--- src/rtl/alu_pkg.sv ---
// Shared definitions for the 8-bit ALU and the sequencer that drives it:
// opcode encodings, default widths and sequencer state encoding.
package alu_pkg;

  localparam int DATA_W = 8;
  localparam int OP_W   = 3;
  localparam int RES_W  = 2 * DATA_W;

  localparam logic [2:0] ALU_ADD = 3'b000;
  localparam logic [2:0] ALU_SUB = 3'b001;
  localparam logic [2:0] ALU_MUL = 3'b010;
  localparam logic [2:0] ALU_SHL = 3'b011;
  localparam logic [2:0] ALU_SHR = 3'b100;
  localparam logic [2:0] ALU_AND = 3'b101;
  localparam logic [2:0] ALU_OR  = 3'b110;
  localparam logic [2:0] ALU_XOR = 3'b111;

  typedef enum logic [1:0] {
    ST_IDLE   = 2'd0,
    ST_SETTLE = 2'd1,
    ST_RESP   = 2'd2
  } seq_state_e;

endpackage

--- src/rtl/alu_op_sequencer.sv ---
// Drives a combinational ALU from a command handshake, waits a fixed settle
// time, captures its result and hands it back on a response handshake.
module alu_op_sequencer
  import alu_pkg::*;
#(
  parameter int DATA_W        = alu_pkg::DATA_W,
  parameter int OP_W          = alu_pkg::OP_W,
  parameter int RES_W         = alu_pkg::RES_W,
  parameter int SETTLE_CYCLES = 1
) (
  input  logic              clk,
  input  logic              rst,
  input  logic              CmdValid,
  output logic              CmdReady,
  input  logic [OP_W-1:0]   CmdOpCode,
  input  logic [DATA_W-1:0] CmdA,
  input  logic [DATA_W-1:0] CmdB,
  input  logic              CmdSweep,
  output logic              RspValid,
  input  logic              RspReady,
  output logic [OP_W-1:0]   RspOpCode,
  output logic [RES_W-1:0]  RspOut,
  output logic              RspCOut,
  output logic              RspLast,
  output logic              Busy,
  output logic [OP_W-1:0]   OpCode,
  output logic [DATA_W-1:0] InputA,
  output logic [DATA_W-1:0] InputB,
  input  logic [RES_W-1:0]  OutALU,
  input  logic              COut
);

  localparam logic [3:0]      SETTLE_LD = 4'(SETTLE_CYCLES);
  localparam logic [OP_W-1:0] OP_FIRST  = '0;
  localparam logic [OP_W-1:0] OP_LAST   = '1;
  localparam logic [OP_W-1:0] OP_ONE    = OP_W'(1);

  seq_state_e        state_q, state_d;
  logic [3:0]        cnt_q, cnt_d;
  logic              sweep_q, sweep_d;
  logic [OP_W-1:0]   op_q, op_d;
  logic [DATA_W-1:0] a_q, a_d;
  logic [DATA_W-1:0] b_q, b_d;
  logic              rsp_valid_q, rsp_valid_d;
  logic [OP_W-1:0]   rsp_op_q, rsp_op_d;
  logic [RES_W-1:0]  rsp_out_q, rsp_out_d;
  logic              rsp_cout_q, rsp_cout_d;
  logic              rsp_last_q, rsp_last_d;

  // Gated by rst so nothing is offered during the reset cycle itself.
  assign CmdReady = (state_q == ST_IDLE) && !rst;

  always_comb begin
    state_d     = state_q;
    cnt_d       = cnt_q;
    sweep_d     = sweep_q;
    op_d        = op_q;
    a_d         = a_q;
    b_d         = b_q;
    rsp_valid_d = rsp_valid_q;
    rsp_op_d    = rsp_op_q;
    rsp_out_d   = rsp_out_q;
    rsp_cout_d  = rsp_cout_q;
    rsp_last_d  = rsp_last_q;

    case (state_q)
      ST_IDLE: begin
        if (CmdValid && CmdReady) begin
          a_d     = CmdA;
          b_d     = CmdB;
          op_d    = CmdSweep ? OP_FIRST : CmdOpCode;
          sweep_d = CmdSweep;
          cnt_d   = SETTLE_LD;
          state_d = ST_SETTLE;
        end
      end
      ST_SETTLE: begin
        // <=1 also covers an out-of-range zero load instead of wrapping.
        if (cnt_q <= 4'd1) begin
          rsp_out_d   = OutALU;
          rsp_cout_d  = COut;
          rsp_op_d    = op_q;
          rsp_last_d  = !sweep_q || (op_q == OP_LAST);
          rsp_valid_d = 1'b1;
          cnt_d       = 4'd0;
          state_d     = ST_RESP;
        end else begin
          cnt_d = cnt_q - 4'd1;
        end
      end
      ST_RESP: begin
        if (RspReady) begin
          rsp_valid_d = 1'b0;
          if (sweep_q && (op_q != OP_LAST)) begin
            op_d    = op_q + OP_ONE;
            cnt_d   = SETTLE_LD;
            state_d = ST_SETTLE;
          end else begin
            state_d = ST_IDLE;
          end
        end
      end
      default: state_d = ST_IDLE;
    endcase
  end

  always_ff @(posedge clk) begin
    if (rst) begin
      state_q     <= ST_IDLE;
      cnt_q       <= '0;
      sweep_q     <= 1'b0;
      op_q        <= '0;
      a_q         <= '0;
      b_q         <= '0;
      rsp_valid_q <= 1'b0;
      rsp_op_q    <= '0;
      rsp_out_q   <= '0;
      rsp_cout_q  <= 1'b0;
      rsp_last_q  <= 1'b0;
    end else begin
      state_q     <= state_d;
      cnt_q       <= cnt_d;
      sweep_q     <= sweep_d;
      op_q        <= op_d;
      a_q         <= a_d;
      b_q         <= b_d;
      rsp_valid_q <= rsp_valid_d;
      rsp_op_q    <= rsp_op_d;
      rsp_out_q   <= rsp_out_d;
      rsp_cout_q  <= rsp_cout_d;
      rsp_last_q  <= rsp_last_d;
    end
  end

  assign Busy      = (state_q != ST_IDLE);
  assign OpCode    = op_q;
  assign InputA    = a_q;
  assign InputB    = b_q;
  assign RspValid  = rsp_valid_q;
  assign RspOpCode = rsp_op_q;
  assign RspOut    = rsp_out_q;
  assign RspCOut   = rsp_cout_q;
  assign RspLast   = rsp_last_q;

endmodule

--- config.mk ---
export PLATFORM = sky130hd
export DESIGN_NAME = alu_op_sequencer
export DESIGN_NICKNAME = d
export VERILOG_FILES = /design/src/rtl/alu_pkg.sv /design/src/rtl/alu_op_sequencer.sv
export SDC_FILE = /design/constraint.sdc
export NUM_CORES = 1
export LEC_CHECK = 0
export ABC_AREA = 1
export CAP_MARGIN = 20
export CORE_MARGIN = 4
export CORE_UTILIZATION = 35
export DETAILED_ROUTE_END_ITERATION = 12
export PLACE_DENSITY = 0.68
export SYNTH_ARGS = -nofsm -noshare
export SYNTH_HDL_FRONTEND = slang
export SYNTH_SLANG_ARGS = --single-unit
--- constraint.sdc ---
create_clock -name clk -period 1.5 [get_ports clk]
set_input_delay 0.375 -clock clk [delete_from_list [all_inputs] [get_ports clk]]
set_output_delay 0.375 -clock clk [all_outputs]
set_load 0.02 [all_outputs]
### Yosys cells after proc, flatten, opt, wreduce, memory -nomap -nowiden

Cells that the tools add are included.

* register bits after elaboration: 48
* input port bits: 41

* add/subtract/negate cells: 2
* order comparisons: 1
* equal/unequal tests: 8
* multiplexer cells: 18
* reductions and logical operators: 17

Operator list (number)
* $mux 4: 4
* $mux 3: 4
* $pmux 4 s3: 1
* $reduce_and 4->1: 2
* $mux 2: 3
* $ne 2x2->1 const B: 3
* $pmux 2 s3: 1
* $pmux 3 s2: 1
* $reduce_and 3->1: 2
* $reduce_bool 2->1: 3
* $le 4x1->1 const B: 1
* $reduce_and 2->1: 2
* $sub 4x1->4 const B: 1
* $add 3x1->3 const B: 1
* $eq 3x3->1 const B: 1
* $logic_and 1x1->1: 3
* $mux 1: 3
* $ne 3x3->1 const B: 1
* $reduce_bool 3->1: 1
* $eq 2x1->1 const B: 1
* $eq 2x2->1 const B: 1
* $logic_not 1->1: 2
* $logic_not 2->1: 1
* $ne 2x1->1 const B: 1
* 2 further kinds: 2

### Logic depth before layout (Yosys ltp)

* depth in word-level cells: 5
* mapped depth: 10

### Worst setup path after synthesis

Ideal clock, no wire load.

* kind: flip-flop to flip-flop
* start point: register op_q[0] (netlist: OpCode[0])
* end point: register op_q[1] (netlist: OpCode[1])
* setup time: 0.113 ns
* data arrival time: 1.258 ns
* data required time: 1.387 ns
* setup slack: 0.129 ns
* stages on the path, launching flop included: 9
* path buffers: 0
* clock period less this slack: 1.371 ns
* cells stage by stage: dfxtp_1 -> ha_1 -> ha_1 -> inv_1 -> nand3_1 -> nand2_1 -> nand3_2 -> nor2_1 -> nor2_1

* cells in the longest elaborated chain, start to end: 4
* elaborated cells between the ends (all ways): 8
* those cells by class: add/sub: 1; eq/ne: 2; mux: 3; reduce/logical: 2

RTL lines
* start, declared: line alu_op_sequencer.sv:41 `logic [OP_W-1:0] op_q, op_d;`
* start signal, assigned: line alu_op_sequencer.sv:124 `op_q <= op_d;`
* $add 3x1->3 or $ne 3x3->1 (tied branches): line alu_op_sequencer.sv:95, alu_op_sequencer.sv:94
* $mux 3 or $logic_and 1x1->1 (tied branches): line alu_op_sequencer.sv:94 `if (sweep_q && (op_q != OP_LAST)) begin`
* $mux 3 or $ne 2x2->1 (tied branches)
* $pmux 3 s2 or $reduce_and 4->1 (tied branches)

Several ways; a longest one is shown, not always the timed one. The select of a mux whose other input is x is not followed.
A chain may end at the register's enable or synchronous reset.

### Final worst setup path

* start point: register state_q[0]
* end point: output Busy

* cells in the longest elaborated chain, start to end: 1

RTL lines
* start, declared: line alu_op_sequencer.sv:38 `seq_state_e state_q, state_d;`
* start signal, assigned: line alu_op_sequencer.sv:121 `state_q <= state_d;`
* $reduce_bool 2->1: line alu_op_sequencer.sv:135 `assign Busy = (state_q != ST_IDLE);`
* end, declared: line alu_op_sequencer.sv:25 `output logic Busy,`

No other way between the ends.

==> metrics.md <==
| Metric | Value |
|---|---|
| Xor/xnor share of the synthesized area | 0 |
| Top_reg_cell synth | dfxtp_1 |
| Pleak | 0.00146 uW |
| Starting density of the core | 0.359 |
| Internal power | 3380 uW |
| Number of synthesized flops with an enable pin | 0 |
| Total Neg Setup Slack | 0 ns |
| GP Congestion | 0.837 |
| Vias in the first global route | 1818 |
| Worst-path clk slew | 0.08 ns |
| Post-synthesis compound-gate area fraction | 0.130 |
| Area Overhead vs Synth | 54.0% |
| MaxCap Viol Count | 0 |
| Die area | 0.00692 mm2 |
| Sink Count | 48 |
| Multi-input logic area | 883 um2 |
| Setup violators final | 0 |
| Clk_lat worst skew | 0.30 ns |
| Area share of and/or/nand/nor cells after synthesis | 0.281 |
| Comb power frac | 0.535 |
| Crit-path max cell delay | 0.36 ns |
| P_sw | 2500 uW |
| Avg Inst Size Synth | 7.58 um2 |
| N_diodes | 0 |
| IO Pins | 84 |
| Final #Nets | 399 |
| WL/cell | 11.8 um |
| Final hold viol count | 0 |
| Row Count | 27 |
| Status | complete, no violations |
| Die Wd | 83.2 um |
| Fill count | 550 |
| Critical path cell sequence | inv_2 -> nand2_2 -> clkdlybuf4s15_1 |
| Critical path type | flip-flop to primary output |
| Core area | 0.00551 mm2 |
| Ys Warns | 0 |
| Initial antenna violation count | 0 |
| Worst VDD drop | 0.932 mV |
| Most common library cells after synthesis | nand2_1, nor2_1, dfxtp_1 |
| Tmin final | 1.45 ns |
| Post-DP HPWL | 3780 um |
| Fmax | 0.690 GHz |
| Slowest CP cell | dfxtp_1 |
| Fin Hold WS | 0.468 ns |
| Sequential share of the synthesized area | 0.485 |
| Hold Buf Count CTS | 0 |
| Share of the synthesized area in the top cell type | 0.485 |
| Largest family of logic cells by synthesized area | simple AND/OR/NAND/NOR gates |
| Crit end category | primary output |
| Critical path launch point type | flip-flop |
| Post-synth top area cell | dfxtp_1 |
| Setup Skew | 0.00673 ns |
| Synth Area in Adders | 0.0253 |
| CTS tree | built |
| Yosys reg bits | 48 |
| Global-route wire length before repair | 8360 um |
| Mapped Area | 0.00198 mm2 |
| Sw frac | 0.425 |
| Die span in y | 83.2 um |
| Arrival @ worst endpoint | 1.07 ns |
| DR pass1 iterations | 4 |
| Largest cells by area after synthesis | dfxtp_1, nand2_1, nor2_1, o21ai_1, a21oi_1 |
| Cell variety after synth | 25 |
| Drt total wl | 5040 um |
| Total CTS buffers | 5 |
| Number of max-slew violations in the final report | 0 |
| Final period util | 0.966 |
| Cells after Synth | 261 |
| Final core utilization | 0.554 |
| ANT nets after route | 0 |
| Sequential share of power | 0.337 |
| Multiplexer area fraction after synthesis | 0 |
| Clock share of power | 0.128 |
| Port Buffers | 83 |
| GR Util All Layers | 0.145 |
| Count leader, synth | nand2_1 |
| Relative slew slack | 0.848 |
| Via count | 1880 |
| RSZ-0062 raised after global routing | true |
| Hold Crit Class | flip-flop to flip-flop |
| Least-Margin Pin Slew | 0.227 ns |
| Largest net degree at the start of global routing | 35 |
| Pwr/cell area | 1930 mW/mm2 |
| Layout cells sized above 1 | 0.115 |
| Drt first-iter violations | 112 |
| H-tree depth | 2 |
| Drt via density | 4.40 |
| Ys async rst share | 0 |
| Sequential standard cell area | 961 um2 |
| Crit Path Max Fanout | 3 |
| Root buf cell | clkbuf_8 |
| Req. time, crit path | 1.12 ns |
| DRC Markers | 0 |
| Post-synth net total | 306 |
| Clock Path Buffers | 2 |
| Overflow after GRT | 0 |
[cell type report]
type,instances,share of cell area
clock buffer,7,0.0250
clock inverter,1,0.00287
inverter,18,0.0222
multi-input combinational,183,0.290
sequential,48,0.315
tap,72,0.0295
timing repair buffer,98,0.316
[power groups by stage]
stage,Clock [uW],Sequential (uW),Combinational (uW)
after floorplan,0,2500,1420
after global placement,0,2010,3390
after detailed placement,0,2020,3410
after CTS,783,1990,3130
after global routing,843,2050,3470
final,752,1980,3150
[cell families after synthesis]
logic type / after synthesis
compound gates: 50
fa+ha+maj: 4
buf+inv: 30
flops: 48
simple gates: 129
[sequential cells by signal (all words and copies together) (netlist names)]
signal / flops
InputB: 8
RspValid: 1
InputA: 8
OpCode: 3
RspCOut: 1
state_q: 2
sweep_q: 1
cnt_q: 4
RspOpCode: 3
RspLast: 1
RspOut: 16
[critical path: cells and delay by family (launching register included)]
family | cells | cell delay [ns]
flip-flops | 1 | 0.36
buffers and inverters | 2 | 0.35
AND/OR/NAND/NOR | 1 | 0.07
[per-layer routing]
| metal | GRT usage | share of wire |
|---|---|---|
| met4 | 0.0446 | 0.012 |
| met2 | 0.238 | 0.47 |
| met3 | 0.0556 | 0.073 |
| met1 | 0.175 | 0.45 |
| met5 | 0 | 0 |
[what timing repair did]
action	4_1_cts	5_1_grt
gates resized for setup	46	6
setup buffers	0	0
hold endpoints to repair	0	0
setup endpoints to repair	43	20
[layout by cell type, fill, tap and decap left out, types with 2 or more instances in the layout]
cell type	count
nand2_1	62
dfxtp_1	48
nor2_1	48
dlygate4sd2_1	41
clkdlybuf4s50_1	40
o21ai_1	33
inv_1	13
a21oi_1	10
buf_4	9
buf_12	6
inv_2	5
nand3_1	5
o21ai_0	5
clkbuf_8	5
nand2_2	3
ha_1	3
nor2_2	2
clkbuf_1	2
[final timing paths]
kind / depth (start not counted) / to / slack, ns / startpoint
setup / recovery: 3 / Busy / 0.05 / state_q[0]
hold / removal: 2 / InputB[4] / 0.47 / InputB[4]
setup reg to reg: 10 / RspOut[8] / 0.12 / cnt_q[1]
hold reg to reg: 2 / InputB[4] / 0.47 / InputB[4]
[metrics by stage]
step	worst slack, ns	instance area, um2	total power (uW)	cells
CTS	0.00364	3030	5900	427
global route	-0.00949	3050	6360	427
global placement	-0.377	3000	5400	419
detailed placement	-0.392	3000	5430	419
floorplan	0.129	1980	3920	261
finish	0.0517	3050	5880	427
Power figures use the tool's default switching activity.
